===== src/rtl/rolling_sum_if.sv =====
// Purpose: control/status bundle between the rolling-sum sequencer and its
//          environment (run controls, detector flag, sum controls, status).
// Ports (signals):
//   en, sum_len_sel, trig, holdoff_len, max_hold          -> into the sequencer
//   sum_clr, acc_en, sum_valid, sum_len_sel_q, holding,
//   relearn_cnt, state                                     <- from the sequencer
// Modports: master = environment side, slave = sequencer side.
interface rolling_sum_if #(
   parameter int unsigned SHIFTBITS = 3,
   parameter int unsigned HOLDBITS  = 16,
   parameter int unsigned CNTBITS   = 16
);
   logic                 en;
   logic [SHIFTBITS-1:0] sum_len_sel;
   logic                 trig;
   logic [HOLDBITS-1:0]  holdoff_len;
   logic [HOLDBITS-1:0]  max_hold;
   logic                 sum_clr;
   logic                 acc_en;
   logic                 sum_valid;
   logic [SHIFTBITS-1:0] sum_len_sel_q;
   logic                 holding;
   logic [CNTBITS-1:0]   relearn_cnt;
   logic [2:0]           state;

   modport master (
      output en, sum_len_sel, trig, holdoff_len, max_hold,
      input  sum_clr, acc_en, sum_valid, sum_len_sel_q, holding, relearn_cnt, state
   );

   modport slave (
      input  en, sum_len_sel, trig, holdoff_len, max_hold,
      output sum_clr, acc_en, sum_valid, sum_len_sel_q, holding, relearn_cnt, state
   );
endinterface


===== src/rtl/rolling_sum_ctrl.sv =====
// Purpose: sequences the rolling baseline sum of one ADC channel:
//          IDLE -> CLEAR -> FILL (2^sel samples) -> RUN, freezing the baseline
//          in HOLD while the deviation detector trips and re-learning after a
//          stuck HOLD.
// Ports:
//   clk   - sample clock, one ADC sample per cycle
//   rst_n - asynchronous active-low reset
//   bus   - rolling_sum_if.slave: run controls and detector flag in,
//           sum clear/admit, valid, latched window, hold status,
//           relearn count and state code out
module rolling_sum_ctrl #(
   parameter int unsigned SHIFTBITS = 3,
   parameter int unsigned HOLDBITS  = 16,
   parameter int unsigned CNTBITS   = 16
) (
   input  logic          clk,
   input  logic          rst_n,
   rolling_sum_if.slave  bus
);

   localparam int unsigned FILL_W = 2 ** SHIFTBITS;

   typedef enum logic [2:0] {
      S_IDLE  = 3'd0,
      S_CLEAR = 3'd1,
      S_FILL  = 3'd2,
      S_RUN   = 3'd3,
      S_HOLD  = 3'd4
   } state_e;

   state_e               state_q, state_d;
   logic [FILL_W-1:0]    fill_ctr_q, fill_ctr_d;
   logic [FILL_W-1:0]    fill_last;
   logic [HOLDBITS-1:0]  hold_ctr_q, hold_ctr_d;
   logic [HOLDBITS-1:0]  hold_age_q, hold_age_d;
   logic [SHIFTBITS-1:0] sel_q, sel_d;
   logic [CNTBITS-1:0]   relearn_q, relearn_d;
   logic                 in_window_state;
   logic                 hold_timeout;

   // Last fill index: 2^sel_q - 1 as a low-ones mask
   assign fill_last = ~({FILL_W{1'b1}} << sel_q);

   assign in_window_state = (state_q == S_FILL) || (state_q == S_RUN) || (state_q == S_HOLD);
   assign hold_timeout    = (bus.max_hold != '0) && (hold_age_q == (bus.max_hold - HOLDBITS'(1)));

   // State and counter registers
   always_ff @(posedge clk or negedge rst_n) begin
      if (!rst_n) begin
         state_q    <= S_IDLE;
         fill_ctr_q <= '0;
         hold_ctr_q <= '0;
         hold_age_q <= '0;
         sel_q      <= '0;
         relearn_q  <= '0;
      end else begin
         state_q    <= state_d;
         fill_ctr_q <= fill_ctr_d;
         hold_ctr_q <= hold_ctr_d;
         hold_age_q <= hold_age_d;
         sel_q      <= sel_d;
         relearn_q  <= relearn_d;
      end
   end

   // Next-state and counter update; en and window changes override everything
   always_comb begin
      state_d    = state_q;
      fill_ctr_d = fill_ctr_q;
      hold_ctr_d = hold_ctr_q;
      hold_age_d = hold_age_q;
      sel_d      = sel_q;
      relearn_d  = relearn_q;

      if ((state_q != S_IDLE) && !bus.en) begin
         state_d = S_IDLE;
      end else if (in_window_state && (bus.sum_len_sel != sel_q)) begin
         state_d = S_CLEAR;
      end else begin
         case (state_q)
            S_IDLE: begin
               if (bus.en) state_d = S_CLEAR;
            end
            S_CLEAR: begin
               sel_d      = bus.sum_len_sel;
               fill_ctr_d = '0;
               state_d    = S_FILL;
            end
            S_FILL: begin
               fill_ctr_d = fill_ctr_q + FILL_W'(1);
               if (fill_ctr_q == fill_last) state_d = S_RUN;
            end
            S_RUN: begin
               if (bus.trig) begin
                  state_d    = S_HOLD;
                  hold_ctr_d = bus.holdoff_len;
                  hold_age_d = '0;
               end
            end
            S_HOLD: begin
               // Age counts every HOLD cycle regardless of trig, saturating
               if (hold_age_q != '1) hold_age_d = hold_age_q + HOLDBITS'(1);
               if (hold_timeout) begin
                  state_d = S_CLEAR;
                  if (relearn_q != '1) relearn_d = relearn_q + CNTBITS'(1);
               end else if (bus.trig) begin
                  hold_ctr_d = bus.holdoff_len;
               end else if (hold_ctr_q == '0) begin
                  state_d = S_RUN;
               end else begin
                  hold_ctr_d = hold_ctr_q - HOLDBITS'(1);
               end
            end
            default: state_d = S_IDLE;
         endcase
      end
   end

   // Moore decodes of the state register; acc_en also gates on live trig in RUN
   assign bus.sum_clr       = (state_q == S_CLEAR);
   assign bus.sum_valid     = (state_q == S_RUN) || (state_q == S_HOLD);
   assign bus.holding       = (state_q == S_HOLD);
   assign bus.acc_en        = (state_q == S_FILL) || ((state_q == S_RUN) && !bus.trig);
   assign bus.sum_len_sel_q = sel_q;
   assign bus.relearn_cnt   = relearn_q;
   assign bus.state         = state_q;

endmodule

===== src/flat_wrapper.sv =====
// flat-port wrapper written by rule: the top's interface ports become plain ports
module rolling_sum_ctrl_flat 
#(
   parameter int unsigned SHIFTBITS = 3,
   parameter int unsigned HOLDBITS  = 16,
   parameter int unsigned CNTBITS   = 16
)
  (clk, rst_n, bus_en, bus_sum_len_sel, bus_trig, bus_holdoff_len, bus_max_hold, bus_sum_clr, bus_acc_en, bus_sum_valid, bus_sum_len_sel_q, bus_holding, bus_relearn_cnt, bus_state);
  rolling_sum_if #(.SHIFTBITS(SHIFTBITS), .HOLDBITS(HOLDBITS), .CNTBITS(CNTBITS)) bus_i ();
  input  logic clk;
  input  logic rst_n;
  input wire logic [$bits(bus_i.en)-1:0] bus_en;
  input wire logic [$bits(bus_i.sum_len_sel)-1:0] bus_sum_len_sel;
  input wire logic [$bits(bus_i.trig)-1:0] bus_trig;
  input wire logic [$bits(bus_i.holdoff_len)-1:0] bus_holdoff_len;
  input wire logic [$bits(bus_i.max_hold)-1:0] bus_max_hold;
  output wire logic [$bits(bus_i.sum_clr)-1:0] bus_sum_clr;
  output wire logic [$bits(bus_i.acc_en)-1:0] bus_acc_en;
  output wire logic [$bits(bus_i.sum_valid)-1:0] bus_sum_valid;
  output wire logic [$bits(bus_i.sum_len_sel_q)-1:0] bus_sum_len_sel_q;
  output wire logic [$bits(bus_i.holding)-1:0] bus_holding;
  output wire logic [$bits(bus_i.relearn_cnt)-1:0] bus_relearn_cnt;
  output wire logic [$bits(bus_i.state)-1:0] bus_state;
  assign bus_i.en = bus_en;
  assign bus_i.sum_len_sel = bus_sum_len_sel;
  assign bus_i.trig = bus_trig;
  assign bus_i.holdoff_len = bus_holdoff_len;
  assign bus_i.max_hold = bus_max_hold;
  assign bus_sum_clr = bus_i.sum_clr;
  assign bus_acc_en = bus_i.acc_en;
  assign bus_sum_valid = bus_i.sum_valid;
  assign bus_sum_len_sel_q = bus_i.sum_len_sel_q;
  assign bus_holding = bus_i.holding;
  assign bus_relearn_cnt = bus_i.relearn_cnt;
  assign bus_state = bus_i.state;
  rolling_sum_ctrl #(.SHIFTBITS(SHIFTBITS), .HOLDBITS(HOLDBITS), .CNTBITS(CNTBITS)) u_core (.clk(clk), .rst_n(rst_n), .bus(bus_i));
endmodule

===== config.mk =====
export PLATFORM = sky130hd
export DESIGN_NAME = rolling_sum_ctrl_flat
export DESIGN_NICKNAME = d
export VERILOG_FILES = /design/src/rtl/rolling_sum_if.sv /design/src/rtl/rolling_sum_ctrl.sv /design/src/flat_wrapper.sv
export SDC_FILE = /design/constraint.sdc
export NUM_CORES = 1
export LEC_CHECK = 0
export ABC_AREA = 0
export CAP_MARGIN = 0
export CORE_UTILIZATION = 30
export CTS_CLUSTER_DIAMETER = 80
export CTS_CLUSTER_SIZE = 12
export DETAILED_ROUTE_END_ITERATION = 8
export HOLD_SLACK_MARGIN = 0.05
export PLACE_DENSITY = 0.54
export SYNTH_ARGS = -nofsm -noshare
export SYNTH_HDL_FRONTEND = slang
export SYNTH_SLANG_ARGS = --single-unit

===== constraint.sdc =====
create_clock -name clk -period 5.4 [get_ports clk]
set_input_delay 0.54 -clock clk [delete_from_list [all_inputs] [get_ports clk]]
set_output_delay 0.54 -clock clk [all_outputs]
set_load 0.02 [all_outputs]

Word level (Yosys, flattened, before mapping)

Cells that the tools add are included.

Word-level logic and storage cells: 73
Bits in registers: 62
Output and inout port bits: 26

Equal/unequal tests: 18
Muxes and demuxes: 18
Shifts and indexed selects: 1
Add/subtract/negate cells: 5
Bitwise operators: 3
Reductions and logical operators: 22

Operator list:

| operator                                            | number |
|---|---|
| 2-to-1 mux 16 bit                                   | 6 |
| case mux 16 bit (2 select lines)                    | 2 |
| adder 16 x 1 -> 16 bit, second input constant       | 2 |
| != test 16 bit, second input constant               | 2 |
| subtractor 16 x 1 -> 16 bit, second input constant  | 2 |
| 2-to-1 mux 3 bit                                    | 8 |
| equality test 16 bit                                | 1 |
| logical NOT 16 bit                                  | 1 |
| case mux 8 bit (2 select lines)                     | 1 |
| nonzero test 16 bit                                 | 1 |
| case mux 3 bit (5 select lines)                     | 1 |
| AND reduction 5 bit                                 | 3 |
| adder 8 x 1 -> 8 bit, second input constant         | 1 |
| equality test 8 bit                                 | 1 |
| != test 4 bit, second input constant                | 2 |
| inverter 8 bit                                      | 1 |
| left shift 8 x 3 -> 8 bit, first input constant     | 1 |
| equality test 3 x 2 -> 1 bit, second input constant | 2 |
| AND reduction 3 bit                                 | 2 |
| AND reduction 6 bit                                 | 1 |
| != test 5 x 1 -> 1 bit, second input constant       | 1 |
| != test 5 x 2 -> 1 bit, second input constant       | 1 |
| logical AND 1 bit                                   | 4 |
| logical OR 1 bit                                    | 4 |
| 12 further kinds                                    | 16 |

Depth between registers and ports, before layout

Word-level depth: 7
Depth in mapped cells: 12
Depth with buffers taken out: 10

Least setup slack after synthesis

Ideal clock, no wire load.

Path type: input-to-reg
Start: input bus_max_hold[0]
End: register u_core.relearn_q[1], in the netlist u_core.bus.relearn_cnt[1]
Path slack: 2379 ps
Stages on the path: 11
Data arrival time: 2896 ps
Data required time: 5275 ps
Cells stage by stage: inv_1 -> ha_1 -> or3b_1 -> buf_2 -> o31a_1 -> o32a_1 -> o31ai_2 -> nand4_4 -> buf_2 -> nor2_1 -> mux2_2

Word-level cells in the longest chain between the ends: 4
Elaborated cells on any way between the ends: 5
Those cells by class: add/sub: 1; eq/ne: 1; reduce/logical: 3

Ends and longest elaborated chain:

| item                            | line                   | text |
|---|---|---|
| start: declaration              | flat_wrapper.sv:16     | `input wire logic [$bits(bus_i.max_hold)-1:0] bus_max_hold;` |
| subtractor 16 x 1 -> 16 bit     | rolling_sum_ctrl.sv:45 | `assign hold_timeout = (bus.max_hold != '0) && (hold_age_q == (bus.max_hold - HOLDBITS'(1)));` |
| equality test 16 bit            | rolling_sum_ctrl.sv:45 |  |
| logical AND 1 bit *             | rolling_sum_ctrl.sv:45 |  |
| AND reduction 5 bit (no line) * | --                     |  |
| end signal: assignment          | rolling_sum_ctrl.sv:62 | `relearn_q <= relearn_d;` |
| end: declaration                | rolling_sum_ctrl.sv:37 | `logic [CNTBITS-1:0] relearn_q, relearn_d;` |

Mark *: on every way between the ends. The rest lies on a longest branch, timed or not.
A chain may end at the register's enable or synchronous reset.

Worst setup path in the final report

Start: input bus_max_hold[0]
End: register u_core.hold_ctr_q[15]

Word-level cells in the longest chain between the ends: 5
Elaborated cells on any way between the ends: 6
Those cells by class: add/sub: 1; eq/ne: 2; reduce/logical: 3

Ends and longest elaborated chain:

| item                            | line                   | text |
|---|---|---|
| subtractor 16 x 1 -> 16 bit     | rolling_sum_ctrl.sv:45 |  |
| equality test 16 bit            | rolling_sum_ctrl.sv:45 |  |
| logical AND 1 bit *             | rolling_sum_ctrl.sv:45 |  |
| != test 2 bit (no line) *       | --                     |  |
| AND reduction 6 bit (no line) * | --                     |  |
| end signal: assignment          | rolling_sum_ctrl.sv:59 | `hold_ctr_q <= hold_ctr_d;` |
| end: declaration                | rolling_sum_ctrl.sv:34 | `logic [HOLDBITS-1:0] hold_ctr_q, hold_ctr_d;` |

Marked as above.

==> results.cfg <==
[critical_path]
worst_path_max_delay_cell = and4_1
max_stage_delay_ns = 0.74
reg2reg_slack_ns = 1.99
cp.arrival_ns = 3.87
critical_path_class = in -> reg
cp_common_cell = o32a_1
startpoint_type = input port
critPathCaptureType = flop
worstPathRequired_ns = 5.61
r2r-start = u_core.hold_ctr_q[0]
reg2reg_depth = 9
worstReg2RegEnd = u_core.hold_ctr_q[3]
cp_cell_sequence = clkdlybuf4s50_1 -> inv_1 -> ha_1 -> or3b_1 -> o31a_1 -> o32a_1 -> o31ai_2 -> and4_1 -> nor3_1 -> o32a_1
crit_fanout = 17

[timing]
rsz0062_at_grt = false
clock_skew_ns = 0.00543
finalMaxSlewViolations = 0
max-slew-margin-rel_pct = 29.7
post-route-min-period_ns = 3.66
setup_tns_ns = 0
final-hold-violation-count = 0
hold_ws_ns = 0.406
setup_violations = 0
fmax_mhz = 273
tightest_slew_ns = 1.05
post-route-period-util_pct = 67.7

[min_path]
worstHoldPathType = in -> async

[pwr]
powerDensity_mw_per_mm2 = 361
ir_drop_v = 0.000131
leakage_nw = 2.03
total_power_mw = 1.94

[grt]
gr-usage-all-layers_pct = 16.8
antenna_found_initial = 0
grt_max_degree = 63
grt_overflow_total = 0
grt_pass1_vias = 3878
grt_pass1_wl_um = 19600

[clock_network]
path_clk_slew_ns = 0.05
holdBufCountCts = 0
postCtsSetupRepairBufs = 0
numCtsBuffers = 9
cts.path.max_buffers = 2
cts_tree = yes
cts_num_sinks = 62
root_buffer = clkbuf_16
cts.repair.resized = 0
clk_latency_ns = 0.33
cts_max_level = 3

[floorplanning]
die_w_um = 122
top_level_ports = 65
die_area_mm2 = 0.0148
num_rows = 43
coreArea_mm2 = 0.0139
start_util_pct = 30.9
die_h_um = 122

[synthesis]
synth_cell_types = 68
synth_edf_count = 0
ys_warn_count = 0
ys.flop_type = dfrtp_1
synthArstFlopShare_pct = 100
synth_nets = 552
synth.largest_area_cell = dfrtp_1
synth.cell_area_mm2 = 0.00428
avgSynthCellArea_um2 = 8.45
ys_ff_latch = 62
ys_top_cells_by_area = dfrtp_1 (36%), xnor2_1 (5.5%), nor2_1 (4.6%)
yosysTopAreaCellShare_pct = 36.2
ys_seq_area_share_pct = 36.2
synth_cells = 507

[layout]
postLayoutCoreUtil_pct = 38.7
layout.nets = 604
layout_commonest_cell = clkdlybuf4s50_1
n_antenna_cell = 0
drive_gt1_share_pct = 6.22
area_growth_syn_to_layout_pct = 25.3
mostFrequentLayoutCells = clkdlybuf4s50_1 (63), dfrtp_1 (62), nor2_1 (52)
finalNonFillerCells = 743
fillers = 1412

[drt]
via_count = 4109
drtPass1Iterations = 4
vias_per_cell = 5.53
drtIter0Drc = 284
route.detailed.drc = 0
wl_per_cell_um = 15.7
wl_um = 11700
drtAntennaViolNets = 0

[placement]
dp_cells = 728
gp_congestion = 0.820
port_buffers = 64
hpwl_um = 8230

[run_status]
status = finished, final reports clean

[flow_run]
drv_cap = 0
-- report_power, final --
group / switching (mW) / internal, mW
Combinational: 0.361 / 0.273
Clock: 0.204 / 0.391
Sequential: 0.149 / 0.562
Total: 0.714 / 1.23
-- registers in the layout (all words and copies together), names as in the netlist --
signal,flops
u_core.bus.sum_len_sel_q,3
u_core.bus.state,3
u_core.fill_ctr_q,8
u_core.hold_ctr_q,16
u_core.bus.relearn_cnt,16
u_core.hold_age_q,16
-- worst max-delay path: cells and delay by family --
kind | cells | cell delay (ns)
AND/OR/NAND/NOR | 3 | 1.36
adder cells (fa/ha/maj) | 1 | 0.22
AO/OA/AOI/OAI | 4 | 1.12
buffers and inverters | 2 | 0.62
-- routing by layer --
| layer | vias up | wire length [µm] | track usage (%) |
|---|---|---|---|
| li1 | 1992 | - | - |
| met1 | 1999 | 5750 | 23.8 |
| met2 | 108 | 5240 | 25.5 |
| met3 | 10 | 541 | 2.77 |
| met4 | 0 | 146 | 6.10 |
| met5 | - | 0 | 0 |
-- stage by stage --
step,setup WS [ns],cell area [µm²]
after global placement,1.53,5060
after global routing,1.60,5370
final,1.74,5370
after floorplan,2.38,4280
after detailed placement,1.42,5060
after CTS,1.77,5370
-- kinds of logic (layout without fill, tap and decap cells) --
family	Yosys count	in the layout	share of synthesized area (%)
mux	7	7	1.72
fa+ha+maj	6	6	1.75
flops	62	62	36.2
buf+inv	44	100	4.26
compound gates	130	130	21.1
xor+xnor	42	42	8.59
simple gates	216	216	26.3
-- cells in the mapped netlist, types with 14 or more instances --
library cell  number
dfrtp_1           62
nand2_1           37
nor2_1            52
inv_1             14
nand3_1           27
nor3_1            18
or3_1             14
o21ai_0           36
clkbuf_1          20
nand4_1           17
a21oi_1           26
xor2_1            15
xnor2_1           27
-- how the worst max path moves through the flow --
stage,end,cells after the start,slack (ns),from
finish,u_core.hold_ctr_q[15],10,1.74,bus_max_hold[0]
global route,u_core.hold_ctr_q[8],10,1.60,bus_max_hold[0]
floorplan,u_core.bus.relearn_cnt[1],11,2.38,bus_max_hold[0]
detailed placement,u_core.hold_ctr_q[3],11,1.42,bus_max_hold[0]
CTS,u_core.hold_ctr_q[3],11,1.77,bus_max_hold[0]
global placement,u_core.hold_ctr_q[15],10,1.53,bus_max_hold[0]
-- layout make-up --
cell class | count | area (µm²) | share of cell area [%]
clock inverter | 3 | 42.5 | 0.792
tap | 180 | 225 | 4.19
sequential | 62 | 1550 | 28.9
inverter | 16 | 60.1 | 1.12
multi-input combinational | 401 | 2550 | 47.5
timing repair buffer | 69 | 673 | 12.5
clock buffer | 12 | 267 | 4.96
Note: power is estimated with default switching activity, not from simulation.
